File: src/rtl/fetch_align_buf_pkg.sv
// Shared types and helpers for the fetch alignment buffer and its lane extractor.
// No logic of its own; everything here is used combinationally by the importers.
package fetch_align_buf_pkg;
    localparam int INSTR_W         = 32;
    localparam int HW_W            = 16;
    localparam int DEF_FETCH_BYTES = 8;

    typedef logic [HW_W-1:0] hw_t;

    typedef enum logic {
        ST_SYNC   = 1'b0,
        ST_STREAM = 1'b1
    } fab_state_e;

    // A halfword whose two low bits are not 2'b11 starts a compressed instruction.
    function automatic logic is_rvc(input hw_t hw);
        return hw[1:0] != 2'b11;
    endfunction
endpackage

File: src/rtl/fetch_align_buf_if.sv
// Fetch-side, redirect and decoder-side signals of the fetch alignment buffer.
// master = fetch unit / decoder side, slave = the buffer.
interface fetch_align_buf_if #(
    parameter int ADDR_WIDTH  = 32,
    parameter int FETCH_BYTES = fetch_align_buf_pkg::DEF_FETCH_BYTES,
    parameter int ISSUE_W     = 2
);
    logic                                                fetch_valid;
    logic                                                fetch_ready;
    logic [ADDR_WIDTH-1:0]                               fetch_pc;
    logic [8*FETCH_BYTES-1:0]                            fetch_data;
    logic                                                flush;
    logic [ADDR_WIDTH-1:0]                               flush_pc;
    logic [ISSUE_W-1:0]                                  issue_valid;
    logic [ISSUE_W-1:0][fetch_align_buf_pkg::INSTR_W-1:0] issue_instr;
    logic [ISSUE_W-1:0][ADDR_WIDTH-1:0]                  issue_pc;
    logic [ISSUE_W-1:0]                                  issue_16bit;
    logic                                                dec_ready;

    modport master (
        output fetch_valid, fetch_pc, fetch_data, flush, flush_pc, dec_ready,
        input  fetch_ready, issue_valid, issue_instr, issue_pc, issue_16bit
    );

    modport slave (
        input  fetch_valid, fetch_pc, fetch_data, flush, flush_pc, dec_ready,
        output fetch_ready, issue_valid, issue_instr, issue_pc, issue_16bit
    );
endinterface

File: src/rtl/fetch_align_buf_lane_extract.sv
// Splits the halfword window at the buffer head into up to ISSUE_W instructions.
// Purely combinational; a 32-bit instruction missing its high half ends the lane run.
module fab_lane_extract
    import fetch_align_buf_pkg::*;
#(
    parameter int ADDR_WIDTH = 32,
    parameter int ISSUE_W    = 2,
    parameter int CNT_W      = 5,
    parameter int USED_W     = $clog2(2*ISSUE_W+1)
) (
    input  hw_t [2*ISSUE_W-1:0]                i_win,
    input  logic [CNT_W-1:0]                   i_count,
    input  logic [ADDR_WIDTH-1:0]              i_head_pc,
    output logic [ISSUE_W-1:0]                 o_valid,
    output logic [ISSUE_W-1:0][INSTR_W-1:0]    o_instr,
    output logic [ISSUE_W-1:0][ADDR_WIDTH-1:0] o_pc,
    output logic [ISSUE_W-1:0]                 o_16bit,
    output logic [USED_W-1:0]                  o_used
);
    localparam int WIN   = 2*ISSUE_W;
    localparam int IDX_W = $clog2(WIN);

    logic [USED_W-1:0] w_avail;

    always_comb begin
        w_avail = (i_count > CNT_W'(WIN)) ? USED_W'(WIN) : USED_W'(i_count);
    end

    always_comb begin
        logic [USED_W-1:0] off;
        logic [USED_W-1:0] off1;
        logic              stop;
        hw_t               lo;
        hw_t               hi;
        off     = '0;
        off1    = '0;
        stop    = 1'b0;
        lo      = '0;
        hi      = '0;
        o_valid = '0;
        o_instr = '0;
        o_pc    = '0;
        o_16bit = '0;
        for (int k = 0; k < ISSUE_W; k++) begin
            // Lanes after the last valid one still report the next sequential PC.
            o_pc[k] = i_head_pc + ADDR_WIDTH'({off, 1'b0});
            off1    = off + USED_W'(1);
            lo      = i_win[off[IDX_W-1:0]];
            hi      = i_win[off1[IDX_W-1:0]];
            if (!stop && (off < w_avail) && is_rvc(lo)) begin
                o_valid[k] = 1'b1;
                o_16bit[k] = 1'b1;
                o_instr[k] = {{(INSTR_W-HW_W){1'b0}}, lo};
                off        = off1;
            end else if (!stop && (off1 < w_avail) && !is_rvc(lo)) begin
                o_valid[k] = 1'b1;
                o_instr[k] = {hi, lo};
                off        = off + USED_W'(2);
            end else begin
                stop = 1'b1;
            end
        end
        o_used = off;
    end
endmodule

File: src/rtl/fetch_align_buf.sv
// Halfword queue between fetch and decode; fetched data shows on issue lanes one cycle after acceptance.
// fetch_ready drops when a whole block no longer fits (count before dequeue); dec_ready consumes all valid lanes.
module fetch_align_buf
    import fetch_align_buf_pkg::*;
#(
    parameter int                    ADDR_WIDTH  = 32,
    parameter int                    FETCH_BYTES = DEF_FETCH_BYTES,
    parameter int                    ISSUE_W     = 2,
    parameter int                    DEPTH_HW    = 16,
    parameter logic [ADDR_WIDTH-1:0] RESET_PC    = '0
) (
    input logic              clk,
    input logic              rst_n,
    fetch_align_buf_if.slave bus
);
    localparam int FETCH_HW = FETCH_BYTES / 2;
    localparam int BLK_W    = $clog2(FETCH_BYTES);
    localparam int OFF_W    = BLK_W - 1;
    localparam int PTR_W    = $clog2(DEPTH_HW);
    localparam int CNT_W    = PTR_W + 1;
    localparam int WIN      = 2*ISSUE_W;
    localparam int USED_W   = $clog2(WIN+1);
    localparam logic [ADDR_WIDTH-1:0] BASE_MASK = ~ADDR_WIDTH'(FETCH_BYTES-1);

    hw_t                   r_buf [DEPTH_HW];
    logic [PTR_W-1:0]      r_head;
    logic [PTR_W-1:0]      r_tail;
    logic [CNT_W-1:0]      r_count;
    logic [ADDR_WIDTH-1:0] r_head_pc;
    logic [ADDR_WIDTH-1:0] r_exp_pc;
    fab_state_e            r_state;
    fab_state_e            w_state_nxt;

    logic                  w_ready;
    logic                  w_accept;
    logic                  w_base_match;
    logic                  w_wr_en;
    logic [OFF_W-1:0]      w_skip;
    logic [CNT_W-1:0]      w_wr_num;
    logic [USED_W-1:0]     w_used;
    logic [USED_W-1:0]     w_deq;
    logic [ADDR_WIDTH-1:0] w_redirect_pc;
    hw_t [WIN-1:0]         w_win;
    logic [ISSUE_W-1:0]    w_lane_vld;

    assign w_ready       = rst_n && (r_count <= CNT_W'(DEPTH_HW - FETCH_HW));
    assign w_accept      = bus.fetch_valid && w_ready && !bus.flush;
    assign w_base_match  = ((bus.fetch_pc ^ r_exp_pc) & BASE_MASK) == '0;
    assign w_redirect_pc = bus.flush_pc & ~ADDR_WIDTH'(1);
    assign w_deq         = (bus.dec_ready && w_lane_vld[0]) ? w_used : '0;
    assign w_wr_num      = CNT_W'(FETCH_HW) - CNT_W'(w_skip);

    always_ff @(posedge clk) begin
        if (!rst_n) begin
            r_state <= ST_SYNC;
        end else if (bus.flush) begin
            r_state <= ST_SYNC;
        end else begin
            r_state <= w_state_nxt;
        end
    end

    // A block that misses the expected base is a stale fetch from before a redirect.
    always_comb begin
        w_state_nxt = r_state;
        if (r_state == ST_SYNC && w_accept && w_base_match) begin
            w_state_nxt = ST_STREAM;
        end
    end

    always_comb begin
        w_wr_en = 1'b0;
        w_skip  = '0;
        case (r_state)
            ST_SYNC: begin
                w_wr_en = w_accept && w_base_match;
                w_skip  = r_exp_pc[BLK_W-1:1];
            end
            ST_STREAM: begin
                w_wr_en = w_accept;
            end
            default: begin
                w_wr_en = 1'b0;
            end
        endcase
    end

    always_ff @(posedge clk) begin
        if (!rst_n) begin
            r_head    <= '0;
            r_tail    <= '0;
            r_count   <= '0;
            r_head_pc <= RESET_PC;
            r_exp_pc  <= RESET_PC;
        end else if (bus.flush) begin
            r_head    <= '0;
            r_tail    <= '0;
            r_count   <= '0;
            r_head_pc <= w_redirect_pc;
            r_exp_pc  <= w_redirect_pc;
        end else begin
            r_head  <= r_head + PTR_W'(w_deq);
            r_count <= r_count + (w_wr_en ? w_wr_num : '0) - CNT_W'(w_deq);
            if (w_wr_en) begin
                r_tail <= r_tail + PTR_W'(w_wr_num);
            end
            if (w_wr_en && r_state == ST_SYNC && r_count == '0) begin
                r_head_pc <= r_exp_pc;
            end else begin
                r_head_pc <= r_head_pc + ADDR_WIDTH'({w_deq, 1'b0});
            end
        end
    end

    always_ff @(posedge clk) begin
        if (w_wr_en) begin
            for (int i = 0; i < FETCH_HW; i++) begin
                if (OFF_W'(i) >= w_skip) begin
                    r_buf[r_tail + PTR_W'(i) - PTR_W'(w_skip)] <= bus.fetch_data[16*i +: 16];
                end
            end
        end
    end

    always_comb begin
        for (int j = 0; j < WIN; j++) begin
            w_win[j] = r_buf[r_head + PTR_W'(j)];
        end
    end

    fab_lane_extract #(
        .ADDR_WIDTH (ADDR_WIDTH),
        .ISSUE_W    (ISSUE_W),
        .CNT_W      (CNT_W),
        .USED_W     (USED_W)
    ) u_lane_extract (
        .i_win      (w_win),
        .i_count    (r_count),
        .i_head_pc  (r_head_pc),
        .o_valid    (w_lane_vld),
        .o_instr    (bus.issue_instr),
        .o_pc       (bus.issue_pc),
        .o_16bit    (bus.issue_16bit),
        .o_used     (w_used)
    );

    assign bus.issue_valid = w_lane_vld;
    assign bus.fetch_ready = w_ready;
endmodule

File: src/flat_wrapper.sv
// flat-port wrapper written by rule: the top's interface ports become plain ports
module fetch_align_buf_flat import fetch_align_buf_pkg::*;
#(
    parameter int                    ADDR_WIDTH  = 32,
    parameter int                    FETCH_BYTES = DEF_FETCH_BYTES,
    parameter int                    ISSUE_W     = 2,
    parameter int                    DEPTH_HW    = 16,
    parameter logic [ADDR_WIDTH-1:0] RESET_PC    = '0
)
  (clk, rst_n, bus_fetch_valid, bus_fetch_pc, bus_fetch_data, bus_flush, bus_flush_pc, bus_dec_ready, bus_fetch_ready, bus_issue_valid, bus_issue_instr, bus_issue_pc, bus_issue_16bit);
  fetch_align_buf_if #(.ADDR_WIDTH(ADDR_WIDTH), .FETCH_BYTES(FETCH_BYTES), .ISSUE_W(ISSUE_W)) bus_i ();
  input logic clk;
  input logic rst_n;
  input wire logic [$bits(bus_i.fetch_valid)-1:0] bus_fetch_valid;
  input wire logic [$bits(bus_i.fetch_pc)-1:0] bus_fetch_pc;
  input wire logic [$bits(bus_i.fetch_data)-1:0] bus_fetch_data;
  input wire logic [$bits(bus_i.flush)-1:0] bus_flush;
  input wire logic [$bits(bus_i.flush_pc)-1:0] bus_flush_pc;
  input wire logic [$bits(bus_i.dec_ready)-1:0] bus_dec_ready;
  output wire logic [$bits(bus_i.fetch_ready)-1:0] bus_fetch_ready;
  output wire logic [$bits(bus_i.issue_valid)-1:0] bus_issue_valid;
  output wire logic [$bits(bus_i.issue_instr)-1:0] bus_issue_instr;
  output wire logic [$bits(bus_i.issue_pc)-1:0] bus_issue_pc;
  output wire logic [$bits(bus_i.issue_16bit)-1:0] bus_issue_16bit;
  assign bus_i.fetch_valid = bus_fetch_valid;
  assign bus_i.fetch_pc = bus_fetch_pc;
  assign bus_i.fetch_data = bus_fetch_data;
  assign bus_i.flush = bus_flush;
  assign bus_i.flush_pc = bus_flush_pc;
  assign bus_i.dec_ready = bus_dec_ready;
  assign bus_fetch_ready = bus_i.fetch_ready;
  assign bus_issue_valid = bus_i.issue_valid;
  assign bus_issue_instr = bus_i.issue_instr;
  assign bus_issue_pc = bus_i.issue_pc;
  assign bus_issue_16bit = bus_i.issue_16bit;
  fetch_align_buf #(.ADDR_WIDTH(ADDR_WIDTH), .FETCH_BYTES(FETCH_BYTES), .ISSUE_W(ISSUE_W), .DEPTH_HW(DEPTH_HW), .RESET_PC(RESET_PC)) u_core (.clk(clk), .rst_n(rst_n), .bus(bus_i));
endmodule
File: config.mk
export PLATFORM = sky130hd
export DESIGN_NAME = fetch_align_buf_flat
export DESIGN_NICKNAME = d
export VERILOG_FILES = /design/src/rtl/fetch_align_buf_pkg.sv /design/src/rtl/fetch_align_buf_if.sv /design/src/rtl/fetch_align_buf_lane_extract.sv /design/src/rtl/fetch_align_buf.sv /design/src/flat_wrapper.sv
export SDC_FILE = /design/constraint.sdc
export NUM_CORES = 2
export LEC_CHECK = 0
export BUFFER_PORTS_ARGS = -buffer_cell sky130_fd_sc_hd__buf_2
export CAP_MARGIN = 15
export CELL_PAD_IN_SITES_DETAIL_PLACEMENT = 1
export CELL_PAD_IN_SITES_GLOBAL_PLACEMENT = 1
export CORE_MARGIN = 2
export CORE_UTILIZATION = 41
export DETAILED_ROUTE_END_ITERATION = 6
export HOLD_SLACK_MARGIN = 0.15
export MAX_ROUTING_LAYER = met4
export PLACE_DENSITY_LB_ADDON = 0.1
export SKIP_CTS_REPAIR_TIMING = 1
export SYNTH_ARGS = -nofsm -noshare
export SYNTH_HDL_FRONTEND = slang
export SYNTH_SLANG_ARGS = --single-unit
File: constraint.sdc
create_clock -name clk -period 7.8 [get_ports clk]
set_input_delay 0.39 -clock clk [delete_from_list [all_inputs] [get_ports clk]]
set_output_delay 0.39 -clock clk [all_outputs]
set_load 0.005 [all_outputs]
# ---- Word-level counts from Yosys, hierarchy flattened
# Memories as Yosys holds them, arrays and structs flattened. A register that Yosys moved wholly into a read port is not among the register bits.
# Index checks and enable logic that the tools add are counted.
dict set report classes {
  addsub 19
  mul 0
  div_mod_pow 0
  n_lt_le_gt_ge 12
  n_eq_ne 2
  shifts 0
  mux 40
  bitwise 3
  n_reduce_logical 22
}
# cell n
set op_table {}
lappend op_table {{32-bit 2-to-1 mux} 6}
lappend op_table {{32-bit by 4-bit adder with 32-bit output} 2}
lappend op_table {{16-bit binary-select mux with 2-bit select} 2}
lappend op_table {{32-bit logical NOT} 1}
lappend op_table {{16-bit 2-to-1 mux} 2}
lappend op_table {{32-bit bitwise XOR} 1}
lappend op_table {{1-bit 2-to-1 mux} 20}
lappend op_table {{4-bit by 2-bit adder with 4-bit output (second input constant)} 4}
lappend op_table {{4-bit by 2-bit subtractor with 4-bit output} 4}
lappend op_table {{1-bit logical AND} 15}
lappend op_table {{3-bit 2-to-1 mux} 4}
lappend op_table {{4-bit by 1-bit adder with 4-bit output (second input constant)} 2}
lappend op_table {{1-bit by 3-bit < comparator with 1-bit output (first input constant)} 2}
lappend op_table {{2-bit by 3-bit < comparator with 1-bit output (second input constant)} 2}
lappend op_table {{3-bit < comparator} 2}
lappend op_table {{2-bit 2-to-1 mux} 3}
lappend op_table {{5-bit adder} 1}
lappend op_table {{5-bit by 3-bit greater-than comparator with 1-bit output (second input constant)} 1}
lappend op_table {{5-bit by 4-bit less-or-equal comparator with 1-bit output (second input constant)} 1}
lappend op_table {{5-bit logical NOT} 1}
lappend op_table {{5-bit 2-to-1 mux} 1}
lappend op_table {{5-bit by 3-bit subtractor with 5-bit output} 1}
lappend op_table {{4-bit by 3-bit adder with 4-bit output} 1}
lappend op_table {{4-bit adder} 1}
lappend op_table {{11 further kinds} 18}
dict set report totals {
  reg_bits 77
  latchBits 0
  ram_bits 256
  rom_bits 0
  inputBits 133
  output_inout_bits 133
  word_cells 106
  mem_count 1
}
# name depth width read_ports rd_ports_with_merged_regs write_ports line
set memory_table {}
lappend memory_table {u_core.r_buf 16 16 4 1 4 fetch_align_buf.sv:25} ;# hw_t r_buf [DEPTH_HW];

# ---- Logic depth before layout (Yosys ltp)
dict set report depth {
  depth_word 17
  mapped_depth 27
  depth_no_buf 25
}

# ---- Modules after synthesis
# A second synthesis with hierarchy kept.
dict set report unflattened {
  cells_unflattened 2603
  hier_area_um2 28715.0
}
# mod n_inst cells_per_inst area_per_inst_um2 seq_area_each_um2
set modules_own_cells {}
lappend modules_own_cells {fetch_align_buf 1 2357 26893.3 9228.9}
lappend modules_own_cells {fab_lane_extract 1 246 1821.7 0.0}

# ---- Worst setup path before layout
# No wires, ideal clock.
dict set report synth_path {
  path_type {reg-to-reg}
  startpoint {reg u_core.r_head[0]}
  endpoint {reg u_core.r_head_pc[27]}
  setup_ns 0.070
  arrival_time_ns 5.722
  required_time_ns 7.730
  slack_ns 2.008
  path_stages_with_launch 27
  path_buffers 5
  synth_period_minus_slack_ns 5.792
  path_cell_list {dfxtp_1 buf_6 buf_12 buf_6 inv_1 ha_1 buf_1 mux4_2 mux2_2 nand2_1 o21ai_0 a211oi_2 a211o_2 buf_4 nand3_1 a21oi_1 ha_1 inv_1 fa_1 nor2b_1 o21ai_0 nor2_1 nand4_1 nor3_1 xnor2_1 a211o_1 a21oi_1}
}
dict set report synth_between {
  elab_chain_len 13
  elab_cells_between_ends 16
  classes_between {4 x add/sub; 1 x eq/ne; 7 x mux; 3 x reduce/logical; 1 x memory}
}
# element line
set synth_lines {}
lappend synth_lines {{from (decl)} fetch_align_buf.sv:26} ;# logic [PTR_W-1:0] r_head;
lappend synth_lines {{from (signal assigned)} fetch_align_buf.sv:102} ;# r_head <= r_head + PTR_W'(w_deq);
lappend synth_lines {{4-bit by 1-bit adder with 4-bit output or 4-bit by 2-bit adder with 4-bit output (tied branches)} fetch_align_buf.sv:127} ;# w_win[j] = r_buf[r_head + PTR_W'(j)];
lappend synth_lines {{memory read 16 x 16 bit *} --}
lappend synth_lines {{16-bit binary-select mux with 2-bit select *} fetch_align_buf_lane_extract.sv:48} ;# lo = i_win[off[IDX_W-1:0]];
lappend synth_lines {{16-bit 2-to-1 mux (implied by the code) *} fetch_align_buf_lane_extract.sv:48}
lappend synth_lines {{2-bit != test *} fetch_align_buf_pkg.sv:17} ;# return hw[1:0] != 2'b11;
lappend synth_lines {{1-bit logical NOT} fetch_align_buf_lane_extract.sv:55} ;# end else if (!stop && (off1 < w_avail) && !is_rvc(lo)) begin
lappend synth_lines {{1-bit logical AND} fetch_align_buf_lane_extract.sv:55}
lappend synth_lines {{3-bit 2-to-1 mux} fetch_align_buf_lane_extract.sv:55}
lappend synth_lines {{3-bit 2-to-1 mux *} fetch_align_buf_lane_extract.sv:50} ;# if (!stop && (off < w_avail) && is_rvc(lo)) begin
lappend synth_lines {{3-bit 2-to-1 mux *} fetch_align_buf.sv:50} ;# assign w_deq = (bus.dec_ready && w_lane_vld[0]) ? w_used : '0;
lappend synth_lines {{32-bit by 4-bit adder with 32-bit output *} fetch_align_buf.sv:110} ;# r_head_pc <= r_head_pc + ADDR_WIDTH'({w_deq, 1'b0});
lappend synth_lines {{32-bit 2-to-1 mux *} fetch_align_buf.sv:107} ;# if (w_wr_en && r_state == ST_SYNC && r_count == '0) begin
lappend synth_lines {{32-bit 2-to-1 mux *} fetch_align_buf.sv:95} ;# end else if (bus.flush) begin
lappend synth_lines {{to (signal assigned)} fetch_align_buf.sv:99} ;# r_head_pc <= w_redirect_pc;
lappend synth_lines {{to (signal assigned)} fetch_align_buf.sv:108} ;# r_head_pc <= r_exp_pc;
lappend synth_lines {{to (signal assigned)} fetch_align_buf.sv:110}
lappend synth_lines {{to (decl)} fetch_align_buf.sv:29} ;# logic [ADDR_WIDTH-1:0] r_head_pc;
# Every way passes the cells marked *; elsewhere a longest branch is shown, timed or not. The select of a mux whose other input is x is not followed.
# A chain may end at the register's enable or synchronous reset.

# ---- Final worst setup path
# Same ends and word-level chain as after synthesis.

==> out/qor.json <==
{
  "clocking": {
    "cts_num_sinks": 333,
    "cts_h_tree_depth": 2,
    "clock_insertion_delay_worst_skew_ns": 0.61,
    "cts.root.buffer_cell": "clkbuf_16",
    "tritoncts.num_buffers": 43,
    "tritoncts": "built",
    "cts.clk_slew.worst_paths_ns": 0.07,
    "clk_path_buf_depth": 3
  },
  "synth": {
    "ffs_w_async_s_r_synth": 0,
    "number_of_synthesized_flops_with_an_enable_pin": 256,
    "synth_top_area_frac": 0.269,
    "synth_cells": 2596,
    "post_synth_main_area_contributors": "edfxtp_1 (27%), mux4_2 (25%), mux2i_1 (8.7%), o22ai_1 (5.9%), dfxtp_1 (5.4%)",
    "synth_area_leader_cell": "edfxtp_1",
    "synth.lib_cells_used.distinct": 67,
    "postSynthAreaPerCell_um2": 11.0,
    "yosysSeqAreaShare": 0.323,
    "syn-cell-area_um2": 28600,
    "yosys-top-cells-count": "mux4_2 (311), a21oi_1 (280), o22ai_1 (269), edfxtp_1 (256), mux2i_1 (247)",
    "yosys_warnings": 0,
    "postSynthRegisterBits": 333,
    "synthMostInstantiatedCell": "mux4_2",
    "synth_top_flop_cell": "edfxtp_1",
    "syn_nets": 2775
  },
  "grt": {
    "grt_remaining_overflow": 0,
    "globalRouteTotalUtil": 0.399,
    "largest_net_degree_at_the_start_of_global_routing": 93,
    "grt_first_pass_wirelength_um": 196000,
    "initial_antenna_violation_count": 17,
    "number_of_global_route_vias_before_repair": 26100
  },
  "detailed_routing": {
    "remaining_drc_errors": 1,
    "routed_wire_length_per_instance_um": 38.3,
    "drt_pre_antenna_iters": 7,
    "dr.first_iter.drc_count": 3805,
    "met3_length_um": 19700,
    "detail_route.wirelength_um": 141000,
    "dr_wl_met2_um": 61200,
    "vias_per_cell": 7.32,
    "residual_antenna_violating_net_count_after_detailed_routing": 0,
    "maxUsedRoutingLayer": "met4",
    "total_via_count_after_detailed_routing": 27100,
    "detail_route.wirelength.met1_um": 52000
  },
  "floorplanning": {
    "die_h_um": 268,
    "dieArea_um2": 71800,
    "placement_rows": 96,
    "dieWidth_um": 268,
    "ios": 266,
    "initial_core_util": 0.415,
    "core_um2": 68800
  },
  "cells_and_area": {
    "register_area_um2": 9240,
    "area_delta_synth_final_pct": 14.7,
    "layoutNonFillerInstCount": 3698,
    "fill_count": 7337,
    "post_route_cells_drive_above_1_share": 0.296,
    "multiInputGateArea_um2": 18100,
    "design.final.nets": 2901
  },
  "power_and_ir_drop": {
    "share_clk_of_total_power": 0.495,
    "seqPwrFrac": 0.421,
    "powerDensity_nw_per_um2": 142,
    "cellLeakagePower_nw": 12.1,
    "vdd.ir_drop.worst_mv": 0.152,
    "internal_power_w": 0.00348,
    "power.switching_fraction": 0.249,
    "combinationalPowerShare": 0.084,
    "power.net_switching_w": 0.00116
  },
  "setup_path": {
    "worst-endpoint-arrival_ns": 7.59,
    "critPathMaxFanout": 44,
    "critical_path.endpoint_type": "flop",
    "critPathLaunchType": "flop",
    "path_class": "reg2reg",
    "cp_data_required_time_ns": 8.32
  },
  "min_path": {
    "timing.hold.worst.class": "in2reg"
  },
  "placed_design": {
    "place.detailed.instances": 3572,
    "dpl_hpwl_um": 94800,
    "placement.io_buffers": 261,
    "globalplace.congestion": 0.951
  },
  "outcome": {
    "run_status": "finished with violations",
    "violated_checks": "DRC"
  },
  "timing": {
    "totalNegativeSetupSlack_ns": 0,
    "final-max-slew-violation-count": 0,
    "tightest_slew_ns": 1.24,
    "timing.final.crit_period_ns": 7.08,
    "fmaxAchievable_ghz": 0.141,
    "hold_viol": 0,
    "min_period_over_period": 0.907,
    "clock_skew_ns": 0.0221,
    "setup_viol": 0,
    "maxSlewHeadroom": 0.176,
    "grt_setup_unrepaired": "false"
  },
  "run": {
    "drv_cap": 0
  }
}
[registers in the layout, indices dropped and copies added (netlist names)]
| register | count |
|---|---|
| u_core.r_head_pc | 32 |
| u_core.r_buf | 256 |
| u_core.r_count | 5 |
| u_core.r_tail | 4 |
| u_core.r_state | 1 |
| u_core.r_exp_pc | 31 |
| u_core.r_head | 4 |
[power groups by stage]
stage	registers, W	clock network, W	logic, W
global placement	0.00199	0	0.000352
global route	0.00195	0.00236	0.000417
finish	0.00195	0.00230	0.000390
floorplan	0.00198	0	0.000225
CTS	0.00195	0.00230	0.000367
detailed placement	0.00199	0	0.000365
[final cells by class]
class	instances	share of cell area
antenna	14	0.00107
clock inverter	20	0.0110
timing repair buffer	399	0.0768
sequential	333	0.282
clock buffer	56	0.0375
tap	931	0.0356
inverter	43	0.00493
multi-input combinational	1902	0.551
[path summary, 6_finish.rpt]
| kind | startpoint | endpoint | slack (ns) | cells past startpoint |
|---|---|---|---|---|
| worst min-delay path | rst_n | u_core.r_head_pc[4] | 0.15 | 2 |
| worst min register to register | u_core.r_exp_pc[21] | u_core.r_exp_pc[21] | 0.50 | 2 |
| worst max-delay path | u_core.r_head[0] | u_core.r_head_pc[27] | 0.72 | 22 |
| worst max register to register | u_core.r_head[0] | u_core.r_head_pc[27] | 0.72 | 22 |
[kinds of logic (layout without fill, tap and decap cells)]
logic type / count (synthesis) / after routing / synth area share
mux: 564 / 564 / 0.334
buf+inv: 361 / 518 / 0.0513
simple gates: 500 / 500 / 0.0875
flops: 333 / 333 / 0.323
xor+xnor: 111 / 111 / 0.0343
compound gates: 681 / 681 / 0.146
fa+ha+maj: 46 / 46 / 0.0230
other cells: 0 / 14 / 0
[through the flow]
| stage | setup WS (ns) | hold WS [ns] | power (W) | instance area (um2) | util |
|---|---|---|---|---|---|
| after detailed placement | 0.793 | 0.491 | 0.00236 | 30700 | 0.446 |
| final | 0.724 | 0.153 | 0.00464 | 32800 | 0.476 |
| after CTS | 0.709 | 0.00918 | 0.00462 | 32300 | 0.469 |
| after global placement | 0.972 | 0.481 | 0.00234 | 30700 | 0.446 |
| after global routing | 0.271 | 0.161 | 0.00473 | 32800 | 0.476 |
| after floorplan | 2.01 | 0.462 | 0.00220 | 28600 | - |
[worst max-delay path, stage by stage (launching register included)]
cell	delay, ns
dfxtp_4	0.64
inv_1	0.26
ha_4	0.41
buf_4	0.55
mux4_2	0.60
mux2i_1	0.17
mux2i_1	0.14
o211ai_1	0.37
a211o_2	0.50
nand3_1	0.16
a21oi_1	0.37
ha_1	0.25
inv_1	0.07
fa_1	0.43
nor2b_1	0.15
o21ai_0	0.32
nor2_1	0.21
buf_4	0.18
nand4_1	0.32
nor3_1	0.29
xnor2_1	0.10
a211o_1	0.30
a21oi_1	0.16
[cell usage in the layout, fill, tap and decap left out, types with 36 or more instances in the layout]
| cell type | n |
|---|---|
| xnor2_1 | 44 |
| xor2_1 | 62 |
| nand3_1 | 36 |
| o22ai_1 | 269 |
| nand2_1 | 141 |
| mux2i_1 | 247 |
| buf_4 | 102 |
| nor3_1 | 37 |
| a21oi_1 | 280 |
| buf_2 | 261 |
| mux4_2 | 311 |
| inv_1 | 40 |
| dfxtp_1 | 75 |
| nand4_1 | 45 |
| nor2_1 | 96 |
| clkbuf_16 | 47 |
| edfxtp_1 | 256 |
[per-layer routing]
| layer | GRT usage | up-vias |
|---|---|---|
| met2 | 0.572 | 2232 |
| met3 | 0.144 | 514 |
| li1 | - | 10600 |
| met5 | - | - |
| met1 | 0.493 | 13700 |
| met4 | 0.208 | 0 |
(Power assumes the default switching activity.)
